<file path="config.mk">
export PLATFORM = sky130hd
export DESIGN_NAME = alu_instr_sequencer_flat
export DESIGN_NICKNAME = d
export VERILOG_FILES = /design/src/rtl/alu_instr_sequencer_pkg.sv /design/src/rtl/alu_instr_sequencer_if.sv /design/src/rtl/alu_instr_sequencer_decoder.sv /design/src/rtl/alu_instr_sequencer.sv /design/src/flat_wrapper.sv
export SDC_FILE = /design/constraint.sdc
export NUM_CORES = 1
export LEC_CHECK = 0
export CORE_UTILIZATION = 27
export DETAILED_ROUTE_END_ITERATION = 8
export HOLD_SLACK_MARGIN = 0.06
export PLACE_DENSITY = 0.55
export SYNTH_ARGS = -nofsm -noshare
export SYNTH_HDL_FRONTEND = slang
export SYNTH_SLANG_ARGS = --single-unit
export TNS_END_PERCENT = 50
</file>
<file path="constraint.sdc">
create_clock -name Clock -period 2.1 [get_ports Clock]
set_input_delay 0.21 -clock Clock [delete_from_list [all_inputs] [get_ports Clock]]
set_output_delay 0.21 -clock Clock [all_outputs]
set_load 0.03 [all_outputs]
</file>
<file path="src/rtl/alu_instr_sequencer_pkg.sv">
// Shared types and constants for the hardwired ALU instruction sequencer:
// FSM states, opcode encodings, alu_op bit positions and the control word.
package alu_seq_pkg;

    localparam int OPC_W   = 5;
    localparam int ALU_OPS = 13;

    typedef enum logic [3:0] {
        S_IDLE, S_T0, S_T1, S_T2, S_T3, S_T4, S_T5, S_T6, S_HALT
    } state_t;

    localparam logic [OPC_W-1:0] OPC_ADD  = 5'b00011;
    localparam logic [OPC_W-1:0] OPC_SUB  = 5'b00100;
    localparam logic [OPC_W-1:0] OPC_AND  = 5'b00101;
    localparam logic [OPC_W-1:0] OPC_OR   = 5'b00110;
    localparam logic [OPC_W-1:0] OPC_SHR  = 5'b00111;
    localparam logic [OPC_W-1:0] OPC_SHRA = 5'b01000;
    localparam logic [OPC_W-1:0] OPC_SHL  = 5'b01001;
    localparam logic [OPC_W-1:0] OPC_ROR  = 5'b01010;
    localparam logic [OPC_W-1:0] OPC_ROL  = 5'b01011;
    localparam logic [OPC_W-1:0] OPC_MUL  = 5'b01111;
    localparam logic [OPC_W-1:0] OPC_DIV  = 5'b10000;
    localparam logic [OPC_W-1:0] OPC_NEG  = 5'b10001;
    localparam logic [OPC_W-1:0] OPC_NOT  = 5'b10010;

    localparam int OP_ADD  = 0;
    localparam int OP_SUB  = 1;
    localparam int OP_SHR  = 2;
    localparam int OP_SHRA = 3;
    localparam int OP_SHL  = 4;
    localparam int OP_ROR  = 5;
    localparam int OP_ROL  = 6;
    localparam int OP_AND  = 7;
    localparam int OP_OR   = 8;
    localparam int OP_MUL  = 9;
    localparam int OP_DIV  = 10;
    localparam int OP_NEG  = 11;
    localparam int OP_NOT  = 12;

    // Opcode that selects each alu_op bit, listed in alu_op bit order.
    localparam logic [OPC_W-1:0] OPC_BY_OP [ALU_OPS] = '{
        OPC_ADD, OPC_SUB, OPC_SHR, OPC_SHRA, OPC_SHL, OPC_ROR, OPC_ROL,
        OPC_AND, OPC_OR, OPC_MUL, OPC_DIV, OPC_NEG, OPC_NOT
    };

    typedef struct packed {
        logic pc_out;
        logic mar_in;
        logic inc_pc;
        logic pc_in;
        logic read;
        logic mdr_in;
        logic mdr_out;
        logic ir_in;
        logic y_in;
        logic z_in;
        logic zlow_out;
        logic zhigh_out;
        logic hi_in;
        logic lo_in;
        logic gra;
        logic grb;
        logic grc;
        logic r_in;
        logic r_out;
        logic run;
        logic [ALU_OPS-1:0] alu_op;
    } ctrl_t;

endpackage

</file>
<file path="src/rtl/alu_instr_sequencer_if.sv">
// Control bus between the sequencer (master) and the phase-1 datapath (slave).
interface alu_instr_sequencer_if;
    import alu_seq_pkg::*;

    logic                Start;
    logic                Stop;
    logic [31:0]         IR;
    logic                Mem_ready;
    logic                PCout, MARin, IncPC, PCin, Read, MDRin, MDRout, IRin;
    logic                Yin, Zin, Zlowout, Zhighout, HIin, LOin;
    logic                Gra, Grb, Grc, Rin, Rout;
    logic [ALU_OPS-1:0]  alu_op;
    logic                Run;
    logic                Illegal;

    modport master (
        input  Start, Stop, IR, Mem_ready,
        output PCout, MARin, IncPC, PCin, Read, MDRin, MDRout, IRin,
        output Yin, Zin, Zlowout, Zhighout, HIin, LOin,
        output Gra, Grb, Grc, Rin, Rout, alu_op, Run, Illegal
    );

    modport slave (
        output Start, Stop, IR, Mem_ready,
        input  PCout, MARin, IncPC, PCin, Read, MDRin, MDRout, IRin,
        input  Yin, Zin, Zlowout, Zhighout, HIin, LOin,
        input  Gra, Grb, Grc, Rin, Rout, alu_op, Run, Illegal
    );

endinterface

</file>
<file path="src/rtl/alu_instr_sequencer_decoder.sv">
// Combinational opcode decode: one-hot alu_op plus unary / mul-div / illegal class.
module alu_op_decoder
    import alu_seq_pkg::*;
(
    input  logic [OPC_W-1:0]   opcode,
    output logic [ALU_OPS-1:0] alu_op,
    output logic               is_unary,
    output logic               is_muldiv,
    output logic               illegal
);

    for (genvar gi = 0; gi < ALU_OPS; gi++) begin : g_match
        assign alu_op[gi] = (opcode == OPC_BY_OP[gi]);
    end

    assign is_unary  = alu_op[OP_NEG] | alu_op[OP_NOT];
    assign is_muldiv = alu_op[OP_MUL] | alu_op[OP_DIV];
    assign illegal   = ~|alu_op;

endmodule

</file>
<file path="src/rtl/alu_instr_sequencer.sv">
// Moore control FSM stepping fetch (T0-T2) and ALU execute (T3-T6) for each opcode.
// Build option CTRL_MEM_WAIT_EN: T1 waits for Mem_ready before advancing.
module alu_instr_sequencer
    import alu_seq_pkg::*;
(
    input  logic                  Clock,
    input  logic                  Clear,
    alu_instr_sequencer_if.master bus
);

    state_t             state_q, state_d;
    logic               stop_q, stop_d;
    logic               illegal_q, illegal_d;
    logic [OPC_W-1:0]   opc_q, opc_d;
    ctrl_t              ctrl_q, ctrl_d;

    logic [ALU_OPS-1:0] dec_alu_op;
    logic               dec_unary, dec_muldiv, dec_illegal;

    // Decode the opcode that will be current after this edge, so the
    // registered outputs for the next state already reflect it.
    alu_op_decoder u_dec (
        .opcode    (opc_d),
        .alu_op    (dec_alu_op),
        .is_unary  (dec_unary),
        .is_muldiv (dec_muldiv),
        .illegal   (dec_illegal)
    );

    state_t end_state;
    assign end_state = (stop_q || bus.Stop) ? S_HALT : S_T0;

    always_comb begin
        state_d   = state_q;
        stop_d    = stop_q | bus.Stop;
        illegal_d = illegal_q;
        opc_d     = opc_q;
        case (state_q)
            S_IDLE: if (bus.Start) state_d = S_T0;
            S_T0:   state_d = S_T1;
`ifdef CTRL_MEM_WAIT_EN
            S_T1:   if (bus.Mem_ready) state_d = S_T2;
`else
            S_T1:   state_d = S_T2;
`endif
            S_T2: begin
                state_d = S_T3;
                opc_d   = bus.IR[31:27];
            end
            S_T3: begin
                if (dec_illegal) begin
                    state_d   = S_HALT;
                    illegal_d = 1'b1;
                end else begin
                    state_d = S_T4;
                end
            end
            S_T4:   state_d = dec_unary ? end_state : S_T5;
            S_T5:   state_d = dec_muldiv ? S_T6 : end_state;
            S_T6:   state_d = end_state;
            S_HALT: state_d = S_HALT;
            default: state_d = S_IDLE;
        endcase
        if (state_d == S_HALT) stop_d = 1'b0;
    end

    always_comb begin
        ctrl_d     = '0;
        ctrl_d.run = (state_d != S_IDLE) && (state_d != S_HALT);
        case (state_d)
            S_T0: begin
                ctrl_d.pc_out = 1'b1;
                ctrl_d.mar_in = 1'b1;
                ctrl_d.inc_pc = 1'b1;
                ctrl_d.z_in   = 1'b1;
            end
            S_T1: begin
                ctrl_d.zlow_out = 1'b1;
                ctrl_d.pc_in    = 1'b1;
                ctrl_d.read     = 1'b1;
                ctrl_d.mdr_in   = 1'b1;
            end
            S_T2: begin
                ctrl_d.mdr_out = 1'b1;
                ctrl_d.ir_in   = 1'b1;
            end
            S_T3: begin
                // An undefined opcode idles here for one cycle before HALT.
                if (!dec_illegal) begin
                    ctrl_d.grb   = 1'b1;
                    ctrl_d.r_out = 1'b1;
                    if (dec_unary) begin
                        ctrl_d.alu_op = dec_alu_op;
                        ctrl_d.z_in   = 1'b1;
                    end else begin
                        ctrl_d.y_in = 1'b1;
                    end
                end
            end
            S_T4: begin
                if (dec_unary) begin
                    ctrl_d.zlow_out = 1'b1;
                    ctrl_d.gra      = 1'b1;
                    ctrl_d.r_in     = 1'b1;
                end else begin
                    ctrl_d.grc    = 1'b1;
                    ctrl_d.r_out  = 1'b1;
                    ctrl_d.alu_op = dec_alu_op;
                    ctrl_d.z_in   = 1'b1;
                end
            end
            S_T5: begin
                ctrl_d.zlow_out = 1'b1;
                if (dec_muldiv) begin
                    ctrl_d.lo_in = 1'b1;
                end else begin
                    ctrl_d.gra  = 1'b1;
                    ctrl_d.r_in = 1'b1;
                end
            end
            S_T6: begin
                ctrl_d.zhigh_out = 1'b1;
                ctrl_d.hi_in     = 1'b1;
            end
            default: ;
        endcase
    end

    always_ff @(posedge Clock or posedge Clear) begin
        if (Clear) begin
            state_q   <= S_IDLE;
            stop_q    <= 1'b0;
            illegal_q <= 1'b0;
            opc_q     <= '0;
            ctrl_q    <= '0;
        end else begin
            state_q   <= state_d;
            stop_q    <= stop_d;
            illegal_q <= illegal_d;
            opc_q     <= opc_d;
            ctrl_q    <= ctrl_d;
        end
    end

    assign bus.PCout    = ctrl_q.pc_out;
    assign bus.MARin    = ctrl_q.mar_in;
    assign bus.IncPC    = ctrl_q.inc_pc;
    assign bus.PCin     = ctrl_q.pc_in;
    assign bus.Read     = ctrl_q.read;
    assign bus.MDRin    = ctrl_q.mdr_in;
    assign bus.MDRout   = ctrl_q.mdr_out;
    assign bus.IRin     = ctrl_q.ir_in;
    assign bus.Yin      = ctrl_q.y_in;
    assign bus.Zin      = ctrl_q.z_in;
    assign bus.Zlowout  = ctrl_q.zlow_out;
    assign bus.Zhighout = ctrl_q.zhigh_out;
    assign bus.HIin     = ctrl_q.hi_in;
    assign bus.LOin     = ctrl_q.lo_in;
    assign bus.Gra      = ctrl_q.gra;
    assign bus.Grb      = ctrl_q.grb;
    assign bus.Grc      = ctrl_q.grc;
    assign bus.Rin      = ctrl_q.r_in;
    assign bus.Rout     = ctrl_q.r_out;
    assign bus.alu_op   = ctrl_q.alu_op;
    assign bus.Run      = ctrl_q.run;
    assign bus.Illegal  = illegal_q;

endmodule

</file>
<file path="src/flat_wrapper.sv">
// flat-port wrapper written by rule: the top's interface ports become plain ports
module alu_instr_sequencer_flat import alu_seq_pkg::*;
  (Clock, Clear, bus_Start, bus_Stop, bus_IR, bus_Mem_ready, bus_PCout, bus_MARin, bus_IncPC, bus_PCin, bus_Read, bus_MDRin, bus_MDRout, bus_IRin, bus_Yin, bus_Zin, bus_Zlowout, bus_Zhighout, bus_HIin, bus_LOin, bus_Gra, bus_Grb, bus_Grc, bus_Rin, bus_Rout, bus_alu_op, bus_Run, bus_Illegal);
  alu_instr_sequencer_if bus_i ();
  input  logic Clock;
  input  logic Clear;
  input wire logic [$bits(bus_i.Start)-1:0] bus_Start;
  input wire logic [$bits(bus_i.Stop)-1:0] bus_Stop;
  input wire logic [$bits(bus_i.IR)-1:0] bus_IR;
  input wire logic [$bits(bus_i.Mem_ready)-1:0] bus_Mem_ready;
  output wire logic [$bits(bus_i.PCout)-1:0] bus_PCout;
  output wire logic [$bits(bus_i.MARin)-1:0] bus_MARin;
  output wire logic [$bits(bus_i.IncPC)-1:0] bus_IncPC;
  output wire logic [$bits(bus_i.PCin)-1:0] bus_PCin;
  output wire logic [$bits(bus_i.Read)-1:0] bus_Read;
  output wire logic [$bits(bus_i.MDRin)-1:0] bus_MDRin;
  output wire logic [$bits(bus_i.MDRout)-1:0] bus_MDRout;
  output wire logic [$bits(bus_i.IRin)-1:0] bus_IRin;
  output wire logic [$bits(bus_i.Yin)-1:0] bus_Yin;
  output wire logic [$bits(bus_i.Zin)-1:0] bus_Zin;
  output wire logic [$bits(bus_i.Zlowout)-1:0] bus_Zlowout;
  output wire logic [$bits(bus_i.Zhighout)-1:0] bus_Zhighout;
  output wire logic [$bits(bus_i.HIin)-1:0] bus_HIin;
  output wire logic [$bits(bus_i.LOin)-1:0] bus_LOin;
  output wire logic [$bits(bus_i.Gra)-1:0] bus_Gra;
  output wire logic [$bits(bus_i.Grb)-1:0] bus_Grb;
  output wire logic [$bits(bus_i.Grc)-1:0] bus_Grc;
  output wire logic [$bits(bus_i.Rin)-1:0] bus_Rin;
  output wire logic [$bits(bus_i.Rout)-1:0] bus_Rout;
  output wire logic [$bits(bus_i.alu_op)-1:0] bus_alu_op;
  output wire logic [$bits(bus_i.Run)-1:0] bus_Run;
  output wire logic [$bits(bus_i.Illegal)-1:0] bus_Illegal;
  assign bus_i.Start = bus_Start;
  assign bus_i.Stop = bus_Stop;
  assign bus_i.IR = bus_IR;
  assign bus_i.Mem_ready = bus_Mem_ready;
  assign bus_PCout = bus_i.PCout;
  assign bus_MARin = bus_i.MARin;
  assign bus_IncPC = bus_i.IncPC;
  assign bus_PCin = bus_i.PCin;
  assign bus_Read = bus_i.Read;
  assign bus_MDRin = bus_i.MDRin;
  assign bus_MDRout = bus_i.MDRout;
  assign bus_IRin = bus_i.IRin;
  assign bus_Yin = bus_i.Yin;
  assign bus_Zin = bus_i.Zin;
  assign bus_Zlowout = bus_i.Zlowout;
  assign bus_Zhighout = bus_i.Zhighout;
  assign bus_HIin = bus_i.HIin;
  assign bus_LOin = bus_i.LOin;
  assign bus_Gra = bus_i.Gra;
  assign bus_Grb = bus_i.Grb;
  assign bus_Grc = bus_i.Grc;
  assign bus_Rin = bus_i.Rin;
  assign bus_Rout = bus_i.Rout;
  assign bus_alu_op = bus_i.alu_op;
  assign bus_Run = bus_i.Run;
  assign bus_Illegal = bus_i.Illegal;
  alu_instr_sequencer u_core (.Clock(Clock), .Clear(Clear), .bus(bus_i));
endmodule
</file>
* Yosys cells after proc, flatten, opt, wreduce, memory -nomap -nowiden
Cells that the tools add are included.
** Cells by class
- Equal/unequal tests :: 30
- Multiplexer cells :: 30
- Bitwise operators :: 4
- Reduce and logical (&&, ||, !) cells :: 7
** Operators with widths (number)
- 13-bit 2-to-1 mux :: 3
- 4-bit case mux with 9 select lines :: 1
- 4-bit by 3-bit equality test with 1-bit output, second input constant :: 8
- 13-bit case mux with 2 select lines :: 1
- 5-bit by 4-bit equality test with 1-bit output, second input constant :: 5
- 5-bit by 3-bit equality test with 1-bit output, second input constant :: 4
- 4-bit 2-to-1 mux :: 5
- 4-bit by 2-bit equality test with 1-bit output, second input constant :: 4
- 5-bit equality test, second input constant :: 3
- 13-bit OR reduction :: 1
- 1-bit 2-to-1 mux :: 10
- 4-bit by 1-bit equality test with 1-bit output, second input constant :: 2
- 4-bit equality test, second input constant :: 2
- 2-bit 2-to-1 mux :: 3
- 3-bit 2-to-1 mux :: 2
- 1-bit case mux with 2 select lines :: 3
- 5-bit by 2-bit equality test with 1-bit output, second input constant :: 1
- 5-bit 2-to-1 mux :: 1
- 4-bit logical NOT :: 1
- 4-bit != test, second input constant :: 1
- 4-bit nonzero test :: 1
- 1-bit bitwise OR :: 3
- 1-bit case mux with 3 select lines :: 1
- 2-bit AND reduction :: 1
- other kinds (4) :: 4
** Word-level totals
- Bits in registers :: 43
- Input bits :: 37
- Word-level logic and storage cells :: 95

* Longest topological paths before layout
- Depth in word-level cells :: 9
- Mapped depth :: 7

* By module
A second synthesis with hierarchy kept.
** Unflattened totals
- Cell total of the unflattened synthesis :: 170
- Area total of the unflattened synthesis :: 1700.4 µm²
** Modules (own cells, without submodules)
- alu_instr_sequencer :: times used 1, cells an instance 140, area each 1547.7 µm², sequential area each 925.9 µm²
- alu_op_decoder :: times used 1, cells an instance 30, area each 152.6 µm², sequential area each 0.0 µm²

* Worst setup path after synthesis
Ideal clock, no wire load.
- Kind :: reg-to-reg
- From :: register u_core.state_q[2]
- To :: register u_core.ctrl_q, in the netlist u_core.bus.Run
- Setup time :: 0.132 ns
- Arrival time :: 1.685 ns
- Slack :: 0.283 ns
- Cell stages (with the launch flop) :: 7
- Buffers on the path :: 1
- Path through :: dfrtp_1 -> nor4bb_1 -> buf_4 -> and3_2 -> a21o_4 -> a311oi_4 -> or3b_1
** RTL lines
- start, declared :: line alu_instr_sequencer.sv:11 : state_t state_q, state_d;
- start signal, assigned :: line alu_instr_sequencer.sv:137 : state_q <= state_d;
- end signal, assigned :: line alu_instr_sequencer.sv:141 : ctrl_q <= ctrl_d;
- end, declared :: line alu_instr_sequencer.sv:15 : ctrl_t ctrl_q, ctrl_d;

==> out/results.ini <==
[timing]
hold_viol=0
fin_crit_ns=2.01
setup_viol=0
fmax_mhz=498
clock-skew-final_ns=0.00958
drv_slew=0
fin_crit_sh=0.956
slew_headroom=0.703
tightest_slew_ns=0.445

[die]
chipWidth_um=82.6
core_area_um2=6310
die_area_um2=6820
rows=29
initial_utilization=0.278
die_h_um=82.6
io_pins=71

[synthesis]
ys_seq_area_frac=0.528
synthesis.area_um2=1750
yosysTopAreaCellShare=0.528
synth_most_common_cell=dfrtp_1
synth_edf_count=0
syn_area_per_cell_um2=9.53
syn_inst=184
synthTopCellsByCount=37 x dfrtp_1, 24 x nor2_1, 20 x nand2_1
synth_area_leaders=dfrtp_1 53%, nor2_1 5.1%, nand2_1 4.3%
syn_nets=221
synthArstFlopShare=1.00
yosys_warnings=0
yosys.area.top_type=dfrtp_1
ys_types=41
ys_ff_latch=37
synth_ff_type=dfrtp_1

[grt]
grt.met3_usage=0.0209
grt_max_degree=38
grt_pass1_vias=1385
grt_pass1_wl_um=6710
use_met2=0.197
use_met1=0.187
grt_util_all_layers=0.132
antenna_found_initial=0
gr-total-overflow=0
busiest_layer=met2

[pwr]
power.density_nw_per_um2=1370
power_frac_comb=0.469
pwr-share-seq=0.312
power_frac_clock=0.219
vdd_drop_max_v=0.000505
p_int_mw=2.02
p_total_mw=3.35
power.switching_mw=1.33
switching_share=0.397
power.leakage_nw=1.07

[critical_path]
cp_max_fo=8
cp.required_ns=2.27
worstSetupPathType=reg -> reg
crit_path_end_kind=register
worst_ep_arrival_time_ns=2.17
cp-start-kind=register

[drt]
wl_per_cell_um=12.9
wl_um=4000
drc=0
postRouteAntennaNets=0
via_per_inst=4.64
vias=1444
drt_iter0_drc=97
drt_pass1_iterations=4

[cts]
cts_setup_buffers=0
cts_tree=built
cts_root_buffer=clkbuf_8
numCtsBuffers=5
path_clk_slew_ns=0.08
clock_path_buffers=2
clock-sinks=37
clock_latency_ns=0.29
h-tree-depth=2

[finish]
fin_area_um2=2440
area_growth_syn_to_layout_pct=39.2
fin_nets=270
drive_gt1_frac=0.124
largest_reg_flops=13
final_core_util=0.387
antenna_cells=0

[place]
hpwl_um=2920
dpl_cell_area_um2=2300
io_buffers=42
gp_congestion=0.801

[min_path]
hold_path.class=in -> async

[run]
cap_violations=0

[status]
status=complete, no violations

[metrics by stage]
step                      instances  hold WS, ns  setup TNS [ns]  setup WS (ns)
after floorplan                 184        0.280               0          0.283
after global placement          303        0.473               0          0.107
after detailed placement        303        0.462               0          0.114
after CTS                       311        0.337               0         0.0833
after global routing            311        0.386         -0.0730        -0.0197
final                           311        0.315               0         0.0931
[metal layers]
layer	up-vias	wire (µm)	part of all wire
li1	720	-	-
met1	679	1980	0.49
met2	38	1780	0.45
met3	7	159	0.040
met4	0	78	0.019
met5	-	0	0
[critical path, cell delays in order (launching register included)]
cell and delay (ns):
dfrtp_1 0.50, nor2_1 0.19, nand3_1 0.32, a21o_4 0.34
a311oi_4 0.29, buf_4 0.17, o31ai_1 0.07
[layout make-up]
cell class / count / area, µm²
Sequential cell: 37 / 926
Multi-Input combinational cell: 126 / 731
Fill cell: 629 / 3870
Timing Repair Buffer: 57 / 533
Clock inverter: 3 / 65.1
Inverter: 6 / 22.5
Clock buffer: 5 / 68.8
Tap cell: 77 / 96.3
[timing repair]
item,4_1_cts,5_1_grt
setup endpoints to repair,0,1
resized for setup,0,1
hold buffers,0,0
[cell usage in the layout (no fill, tap or decap), types with 2 or more instances in the layout]
master	n
inv_1	6
clkdlybuf4s50_1	42
o31ai_1	2
nor3b_1	2
nand2_1	20
a21oi_1	12
or3_1	4
buf_4	15
o21ai_1	2
a31oi_1	3
o21a_1	3
o21ai_0	5
nor2_1	24
dfrtp_1	37
a21o_1	4
nand2b_1	6
clkbuf_8	5
bufinv_16	2
nor2b_1	4
nor3_1	10
xor2_1	2
nand3_1	3
nand3b_1	2
[final timing paths]
check / depth (start not counted) / slack [ns] / end / from
setup / recovery: 6 / 0.09 / u_core.bus.Zin / u_core.state_q[2]
hold / removal: 3 / 0.31 / u_core.bus.alu_op[4] / Clear
setup reg to reg: 6 / 0.09 / u_core.bus.Zin / u_core.state_q[2]
hold reg to reg: 1 / 0.49 / u_core.bus.Illegal / u_core.bus.Illegal
max in group asynchronous: 3 / 1.46 / u_core.bus.IncPC / Clear
min in group Clock: 1 / 0.49 / u_core.bus.Illegal / u_core.bus.Illegal
[kinds of logic (layout without fill, tap and decap cells)]
| group | count (synthesis) | after routing | synth area share |
|---|---|---|---|
| muxes | 1 | 1 | 0.00571 |
| xor gates and xnor gates | 2 | 2 | 0.00999 |
| AOI/OAI and AO/OA | 39 | 39 | 0.154 |
| and+or+nand+nor | 84 | 84 | 0.240 |
| DFF | 37 | 37 | 0.528 |
| buffers and inverters | 21 | 71 | 0.0628 |
[power by group through the flow]
stage	Clock, mW	Combinational (mW)	Sequential, mW
2_1_floorplan	0	0.936	1.17
3_3_place_gp	0	1.53	1.06
3_5_place_dp	0	1.55	1.06
4_1_cts	0.751	1.55	1.05
5_1_grt	0.773	1.73	1.08
6_report	0.734	1.57	1.05
(Power assumes the default switching activity.)
